===== src/rtl/SH7034_PKG.sv =====
// Shared SH7034 bus-emulation types: external target FSM states and the
// data value returned when a backend access is forced to complete.
package SH7034_PKG;

  typedef enum logic [1:0] {
    IDLE = 2'd0,
    REQ  = 2'd1,
    HOLD = 2'd2
  } ExtTgtState_t;

  localparam logic [15:0] EXT_TGT_FF_DATA = 16'hFFFF;

endpackage


===== src/rtl/sh_ext_bus_target.sv =====
// SH7034 external-bus chip-select responder: one strobe cycle -> one backend req/ack.
// Define EXT_TGT_TIMEOUT_EN to force completion (and pulse ERR) when the backend stalls.
module sh_ext_bus_target
  import SH7034_PKG::*;
#(
  parameter int unsigned BUS16    = 1,
  parameter int unsigned MIN_WAIT = 0,
  parameter int unsigned TIMEOUT  = 255
) (
  input  logic        CLK,
  input  logic        RST_N,
  input  logic        CE_R,
  input  logic        CE_F,
  input  logic [23:0] A,
  input  logic [15:0] BUS_DI,
  output logic [15:0] BUS_DO,
  output logic        BUS_OE,
  input  logic        CS_N,
  input  logic        RD_N,
  input  logic [1:0]  WE_N,
  output logic        WAIT_N,
  output logic [23:0] MEM_A,
  output logic [15:0] MEM_DO,
  input  logic [15:0] MEM_DI,
  output logic [1:0]  MEM_BE,
  output logic        MEM_WE,
  output logic        MEM_REQ,
  input  logic        MEM_ACK,
  output logic        ERR
);

  // state | meaning
  // IDLE  | no access; a strobe seen on CE_F starts one
  // REQ   | backend request outstanding and/or minimum wait still running
  // HOLD  | access served, read data held until the strobes rise
  ExtTgtState_t state_q, state_d;

  logic [2:0]  wait_cnt_q, wait_cnt_d;
  logic        acked_q, acked_d;
  logic        abort_q, abort_d;
  logic [15:0] bus_do_q, bus_do_d;
  logic        bus_oe_q, bus_oe_d;
  logic        wait_n_q, wait_n_d;
  logic [23:0] mem_a_q, mem_a_d;
  logic [15:0] mem_do_q, mem_do_d;
  logic [1:0]  mem_be_q, mem_be_d;
  logic        mem_we_q, mem_we_d;
  logic        mem_req_q, mem_req_d;

  logic        stb;
  logic        ack_now;
  logic        timeout_now;
  logic        done;
  logic        abort_now;
  logic [2:0]  wait_dec;
  logic [15:0] rd_data;
  logic [15:0] wr_data;
  logic        unused_ce_r;

  assign unused_ce_r = CE_R;

  assign stb       = !CS_N && (!RD_N || (WE_N != 2'b11));
  assign ack_now   = (state_q == REQ) && mem_req_q && MEM_ACK;
  assign done      = acked_q || ack_now || timeout_now;
  assign abort_now = abort_q || !stb;
  assign wait_dec  = (wait_cnt_q != 3'd0) ? (wait_cnt_q - 3'd1) : 3'd0;
  assign rd_data   = (BUS16 != 0) ? MEM_DI : {8'h00, MEM_DI[7:0]};
  assign wr_data   = (BUS16 != 0) ? BUS_DI : {8'h00, BUS_DI[7:0]};

`ifdef EXT_TGT_TIMEOUT_EN
  localparam int TO_W = (TIMEOUT < 2) ? 1 : $clog2(TIMEOUT + 1);

  logic [TO_W-1:0] to_cnt_q, to_cnt_d;
  logic            err_q;

  // Counts CE_F periods spent in REQ before any acknowledge.
  always_comb begin
    to_cnt_d    = to_cnt_q;
    timeout_now = 1'b0;
    if (state_q == IDLE) begin
      to_cnt_d = '0;
    end else if ((state_q == REQ) && CE_F && !acked_q && !ack_now) begin
      to_cnt_d    = to_cnt_q + 1'b1;
      timeout_now = (({1'b0, to_cnt_q} + 1'b1) == (TO_W + 1)'(TIMEOUT));
    end
  end

  always_ff @(posedge CLK) begin
    if (!RST_N) begin
      to_cnt_q <= '0;
      err_q    <= 1'b0;
    end else begin
      to_cnt_q <= to_cnt_d;
      err_q    <= timeout_now;
    end
  end

  assign ERR = err_q;
`else
  localparam int unsigned unused_timeout = TIMEOUT;

  assign timeout_now = 1'b0;
  assign ERR         = 1'b0;
`endif

  always_comb begin
    state_d    = state_q;
    wait_cnt_d = wait_cnt_q;
    acked_d    = acked_q;
    abort_d    = abort_q;
    bus_do_d   = bus_do_q;
    bus_oe_d   = bus_oe_q;
    wait_n_d   = wait_n_q;
    mem_a_d    = mem_a_q;
    mem_do_d   = mem_do_q;
    mem_be_d   = mem_be_q;
    mem_we_d   = mem_we_q;
    mem_req_d  = mem_req_q;

    unique case (state_q)
      IDLE: begin
        if (CE_F && stb) begin
          mem_a_d    = A;
          mem_we_d   = RD_N;
          mem_do_d   = wr_data;
          mem_be_d   = (BUS16 != 0) ? (RD_N ? ~WE_N : 2'b11) : 2'b01;
          mem_req_d  = 1'b1;
          wait_n_d   = 1'b0;
          wait_cnt_d = 3'(MIN_WAIT);
          acked_d    = 1'b0;
          abort_d    = 1'b0;
          state_d    = REQ;
        end
      end

      REQ: begin
        if (!stb) begin
          abort_d = 1'b1;
        end
        if (ack_now) begin
          mem_req_d = 1'b0;
          acked_d   = 1'b1;
          if (!mem_we_q && !abort_now) begin
            bus_do_d = rd_data;
          end
        end
        if (timeout_now) begin
          mem_req_d = 1'b0;
          acked_d   = 1'b1;
          if (!mem_we_q && !abort_now) begin
            bus_do_d = EXT_TGT_FF_DATA;
          end
        end
        if (CE_F) begin
          wait_cnt_d = wait_dec;
          // An aborted access returns straight to IDLE once the backend is done.
          if (done && abort_now) begin
            wait_n_d = 1'b1;
            bus_oe_d = 1'b0;
            state_d  = IDLE;
          end else if (done && (wait_dec == 3'd0)) begin
            wait_n_d = 1'b1;
            bus_oe_d = !mem_we_q;
            state_d  = HOLD;
          end
        end
      end

      HOLD: begin
        // CS_N may stay low across split cycles, so the end is taken from the strobes.
        if (CE_F && RD_N && (WE_N == 2'b11)) begin
          bus_oe_d = 1'b0;
          state_d  = IDLE;
        end
      end

      default: begin
        state_d = IDLE;
      end
    endcase
  end

  always_ff @(posedge CLK) begin
    if (!RST_N) begin
      state_q    <= IDLE;
      wait_cnt_q <= 3'd0;
      acked_q    <= 1'b0;
      abort_q    <= 1'b0;
      bus_do_q   <= 16'h0000;
      bus_oe_q   <= 1'b0;
      wait_n_q   <= 1'b1;
      mem_a_q    <= 24'h000000;
      mem_do_q   <= 16'h0000;
      mem_be_q   <= 2'b00;
      mem_we_q   <= 1'b0;
      mem_req_q  <= 1'b0;
    end else begin
      state_q    <= state_d;
      wait_cnt_q <= wait_cnt_d;
      acked_q    <= acked_d;
      abort_q    <= abort_d;
      bus_do_q   <= bus_do_d;
      bus_oe_q   <= bus_oe_d;
      wait_n_q   <= wait_n_d;
      mem_a_q    <= mem_a_d;
      mem_do_q   <= mem_do_d;
      mem_be_q   <= mem_be_d;
      mem_we_q   <= mem_we_d;
      mem_req_q  <= mem_req_d;
    end
  end

  assign BUS_DO  = bus_do_q;
  assign BUS_OE  = bus_oe_q;
  assign WAIT_N  = wait_n_q;
  assign MEM_A   = mem_a_q;
  assign MEM_DO  = mem_do_q;
  assign MEM_BE  = mem_be_q;
  assign MEM_WE  = mem_we_q;
  assign MEM_REQ = mem_req_q;

endmodule


===== config.mk =====
export PLATFORM = sky130hd
export DESIGN_NAME = sh_ext_bus_target
export DESIGN_NICKNAME = d
export VERILOG_FILES = /design/src/rtl/SH7034_PKG.sv /design/src/rtl/sh_ext_bus_target.sv
export SDC_FILE = /design/constraint.sdc
export NUM_CORES = 1
export LEC_CHECK = 0
export BUFFER_PORTS_ARGS = -buffer_cell sky130_fd_sc_hd__buf_2
export CAP_MARGIN = 20
export CELL_PAD_IN_SITES_DETAIL_PLACEMENT = 1
export CELL_PAD_IN_SITES_GLOBAL_PLACEMENT = 2
export CORE_ASPECT_RATIO = 0.8
export CORE_MARGIN = 2
export CORE_UTILIZATION = 24
export DETAILED_ROUTE_END_ITERATION = 10
export GPL_TIMING_DRIVEN = 0
export PLACE_DENSITY_LB_ADDON = 0.1
export SYNTH_ARGS = -nofsm -noshare
export SYNTH_HDL_FRONTEND = slang
export SYNTH_SLANG_ARGS = --single-unit
export TNS_END_PERCENT = 1

===== constraint.sdc =====
create_clock -name CLK -period 1.76 [get_ports CLK]
set_input_delay 0.264 -clock CLK [delete_from_list [all_inputs] [get_ports CLK]]
set_output_delay 0.264 -clock CLK [all_outputs]
set_load 0.05 [all_outputs]

==> impl_metrics.tcl <==
set metrics [dict create \
    status "finished clean" \
    min_path_type "input port to flip-flop" \
    worst_slew_margin_rel_pct 65.5 \
    vias 2534 \
    seq_cells_post_synth 69 \
    worst-path-max-fanout 10 \
    placed_cell_areas_um2 3400 \
    largest_net_degree_at_the_start_of_global_routing 12 \
    worst_ir_drop_vdd_uv 375 \
    routabilityCongestion 0.715 \
    routed_wirelength_normalized_by_instance_count_um 13.7 \
    post-route-period-util_pct 93.6 \
    timing.final.hold_violations 0 \
    netlist.top_cell.by_area "sky130_fd_sc_hd__dfxtp_1" \
    cp_data_required_time_ns 1.99 \
    avgSynthCellArea_um2 8.57 \
    postRouteWirelength_um 8000 \
    grt_pass1_vias 2458 \
    cts_sinks 69 \
    via_per_inst 4.34 \
    initial_utilization_pct 25.0 \
    basic_gate_share_of_the_synthesized_area_counting_and_or_nand_and_nor_cells_pct 20.9 \
    dr.pass1.iters 6 \
    cts_max_level 3 \
    cts_made_buffers 9 \
    synth_compound_gate_area_share_pct 14.6 \
    setup_repair_after_global_routing_missed_its_margin "yes" \
    clk_root_buffer_cell "sky130_fd_sc_hd__clkbuf_16" \
    power-per-cell-area_nw_per_um2 1110 \
    startpoint_type "flip-flop" \
    synthTopCellsByArea "sky130_fd_sc_hd__dfxtp_1 (53%), sky130_fd_sc_hd__nand2_1 (12%), sky130_fd_sc_hd__a21oi_1 (9.1%)" \
    timing.setup.critical_path_class "flip-flop to flip-flop" \
    max_clock_freq_mhz 607 \
    cts.reportedPaths.clkPinSlew_ns 0.06 \
    tns_ns 0 \
    fin_nets 504 \
    fin_crit_ns 1.65 \
    critical_path.max_stage_delay_ns 0.37 \
    timing.critical_path.slowest_stage_cell "sky130_fd_sc_hd__dfxtp_1" \
    design_power_total_mw 4.16 \
    placement_rows 33 \
    number_of_antenna_violations_at_the_first_check_in_global_routing 0 \
    tritoncts_clock_tree "yes" \
    worst_skew_pair.late_latency_ns 0.33 \
    tightest_slew_ns 0.518 \
    clock-skew-final_ns 0.00396 \
    synth_top_family_by_area "simple AND/OR/NAND/NOR gates" \
    yosys_warnings 0 \
    antenna_cells 0 \
    synth_top_area_share_pct 53.2 \
    end_kind "flip-flop" \
    critical_path.n_buffers_inverters 2 \
    groute.usage.overall_pct 14.3 \
    globalRoute.totalOverflow 0 \
    report.final.setup_viol 0 \
    ant_nets 0 \
    post_route_design_area_um2 3750 \
    syn_to_final_growth_pct 44.5 \
    drc 0 \
    syn_inst 303 \
    layout-drive-gt1-share_pct 36.7 \
    finalWorstSetupSlack_ns 0.113 \
    detail_route.iter0.violations 85 \
    post_synth_xor_area_fraction_pct 0 \
    synth_fa_ha_area_share_pct 0 \
    die_h_um 97.1 \
    synthesis.nets 368 \
    die_width_um 120 \
    cp_top_family "simple AND/OR/NAND/NOR gates" \
    boundaryPins 128 \
    port_buffers 125 \
    place_hpwl_um 6000 \
    design.die.area_um2 11700 \
    cap_viol_max_count 0 \
    cp.arrival_ns 1.87 \
    ctsLongestPathBuffers 2 \
    slew_viols_final 0 \
    cellLeakagePower_nw 1.66 \
    critical_path_cell_by_cell "nand2b_2 -> or3_1 -> clkbuf_2 -> buf_4 -> a21oi_1 -> nand2_1" \
    muxShareOfSynthArea_pct 6.55 \
    core_area_um2 10400 \
    post-cts-setup-buffer-count 0 \
    grt_first_pass_wirelength_um 13100 \
    place_worst_setup_slack_ns -0.0583 \
    seq_area_frac_synth_pct 53.2 \
    syn_area_um2 2600 \
    yosys.cell_types.count 36 \
]
## what timing repair did
item                                   4_1_cts  5_1_grt
setup endpoints to repair                    0       51
endpoints found under the hold margin        0        0
hold buffers                                 0        0
gates resized for setup                      0       13
## per-layer routing
metal,wire (µm),up-vias,track usage [%]
li1,-,1281,-
met1,3910,1171,19.1
met2,3450,74,20.9
met3,527,8,5.40
met4,106,0,5.10
met5,0,-,0
## layout by cell type, fill, tap and decap left out, types with 2 or more instances in the layout
cell / count
sky130_fd_sc_hd__clkbuf_4: 2
sky130_fd_sc_hd__clkinv_2: 2
sky130_fd_sc_hd__mux2i_1: 16
sky130_fd_sc_hd__clkbuf_2: 2
sky130_fd_sc_hd__clkbuf_1: 9
sky130_fd_sc_hd__clkbuf_8: 2
sky130_fd_sc_hd__nor2b_1: 2
sky130_fd_sc_hd__a21oi_1: 47
sky130_fd_sc_hd__nand3b_1: 2
sky130_fd_sc_hd__buf_4: 2
sky130_fd_sc_hd__o21ai_0: 2
sky130_fd_sc_hd__bufinv_16: 2
sky130_fd_sc_hd__clkbuf_16: 9
sky130_fd_sc_hd__buf_2: 130
sky130_fd_sc_hd__a211oi_1: 2
sky130_fd_sc_hd__nand2_1: 86
sky130_fd_sc_hd__nor2_1: 29
sky130_fd_sc_hd__dfxtp_1: 68
sky130_fd_sc_hd__a31o_2: 2
sky130_fd_sc_hd__a311oi_1: 2
## synth_stat cells
| cell | instances |
|---|---|
| sky130_fd_sc_hd__a311oi_1 | 2 |
| sky130_fd_sc_hd__nand2b_1 | 2 |
| sky130_fd_sc_hd__nand4b_1 | 1 |
| sky130_fd_sc_hd__nand2_1 | 86 |
| sky130_fd_sc_hd__buf_6 | 1 |
| sky130_fd_sc_hd__o41ai_1 | 1 |
| sky130_fd_sc_hd__buf_2 | 8 |
| sky130_fd_sc_hd__buf_4 | 1 |
| sky130_fd_sc_hd__nand4_1 | 1 |
| sky130_fd_sc_hd__nor2b_1 | 2 |
| sky130_fd_sc_hd__nor4_1 | 1 |
| sky130_fd_sc_hd__o21ai_0 | 2 |
| sky130_fd_sc_hd__nor2_1 | 29 |
| sky130_fd_sc_hd__inv_1 | 1 |
| sky130_fd_sc_hd__o31ai_1 | 1 |
| sky130_fd_sc_hd__and2_1 | 1 |
| sky130_fd_sc_hd__buf_12 | 1 |
| sky130_fd_sc_hd__or3b_2 | 1 |
| sky130_fd_sc_hd__or2_2 | 1 |
| sky130_fd_sc_hd__a22oi_1 | 1 |
| sky130_fd_sc_hd__a311oi_4 | 1 |
| sky130_fd_sc_hd__mux2i_1 | 17 |
| sky130_fd_sc_hd__dfxtp_1 | 69 |
| sky130_fd_sc_hd__nor3b_2 | 1 |
| sky130_fd_sc_hd__or3_1 | 1 |
| sky130_fd_sc_hd__clkbuf_1 | 10 |
| sky130_fd_sc_hd__nand3b_1 | 2 |
| sky130_fd_sc_hd__a31oi_1 | 1 |
| sky130_fd_sc_hd__a211oi_1 | 2 |
| sky130_fd_sc_hd__conb_1 | 1 |
| sky130_fd_sc_hd__nor3_1 | 2 |
| sky130_fd_sc_hd__a31o_2 | 2 |
| sky130_fd_sc_hd__o2111ai_1 | 1 |
| sky130_fd_sc_hd__a21oi_1 | 47 |
| sky130_fd_sc_hd__o211a_1 | 1 |
| sky130_fd_sc_hd__a32oi_1 | 1 |
## area by class of cell
class	instances	area, µm²
timing repair buffer	125	626
sequential	69	1380
inverter	1	3.75
clock buffer	12	256
fill	1301	6650
multi-input combinational	212	1110
clock inverter	4	70.1
buffer	21	126
tap	140	175
## tightest hold or removal path, stage by stage
cell                      delay (ns)
sky130_fd_sc_hd__buf_2          0.09
sky130_fd_sc_hd__nand2_1        0.04
sky130_fd_sc_hd__a21oi_1        0.05
## kinds of logic after synthesis
family	after synthesis
flops	69
mux	17
simple gates	131
compound gates	63
buf+inv	22
other cells	1
## where the power goes
part,switching [mW],internal [mW]
clock network,0.668,1.31
logic,0.371,0.155
registers,0.0308,1.62
## through the flow
stage               instances  util, %  hold slack, ns
detailed placement        568     32.7           0.445
global route              584     36.1           0.159
global placement          568     32.7           0.439
finish                    584     36.1           0.165
floorplan                 303        -           0.326
CTS                       584     35.8           0.150
## final timing paths
kind | startpoint | endpoint | slack (ns) | cells past startpoint
worst min register to register | MEM_A[12]$_SDFFE_PN0P_ | MEM_A[12]$_SDFFE_PN0P_ | 0.45 | 2
worst min-delay path | A[16] | MEM_A[16]$_SDFFE_PN0P_ | 0.17 | 3
worst max register to register | state_q[1]$_SDFFE_PN0P_ | WAIT_N$_SDFFE_PN1P_ | 0.11 | 6
worst max-delay path | state_q[1]$_SDFFE_PN0P_ | WAIT_N$_SDFFE_PN1P_ | 0.11 | 6
## state kept, by name, indices dropped and copies added, names as in the netlist
name and count:
abort_q 1, WAIT_N 1, BUS_DO 16, MEM_BE 2
BUS_OE 1, MEM_WE 1, MEM_DO 16, MEM_REQ 1
wait_cnt_q 3, state_q 2, acked_q 1, MEM_A 24
(Power assumes the default switching activity.)
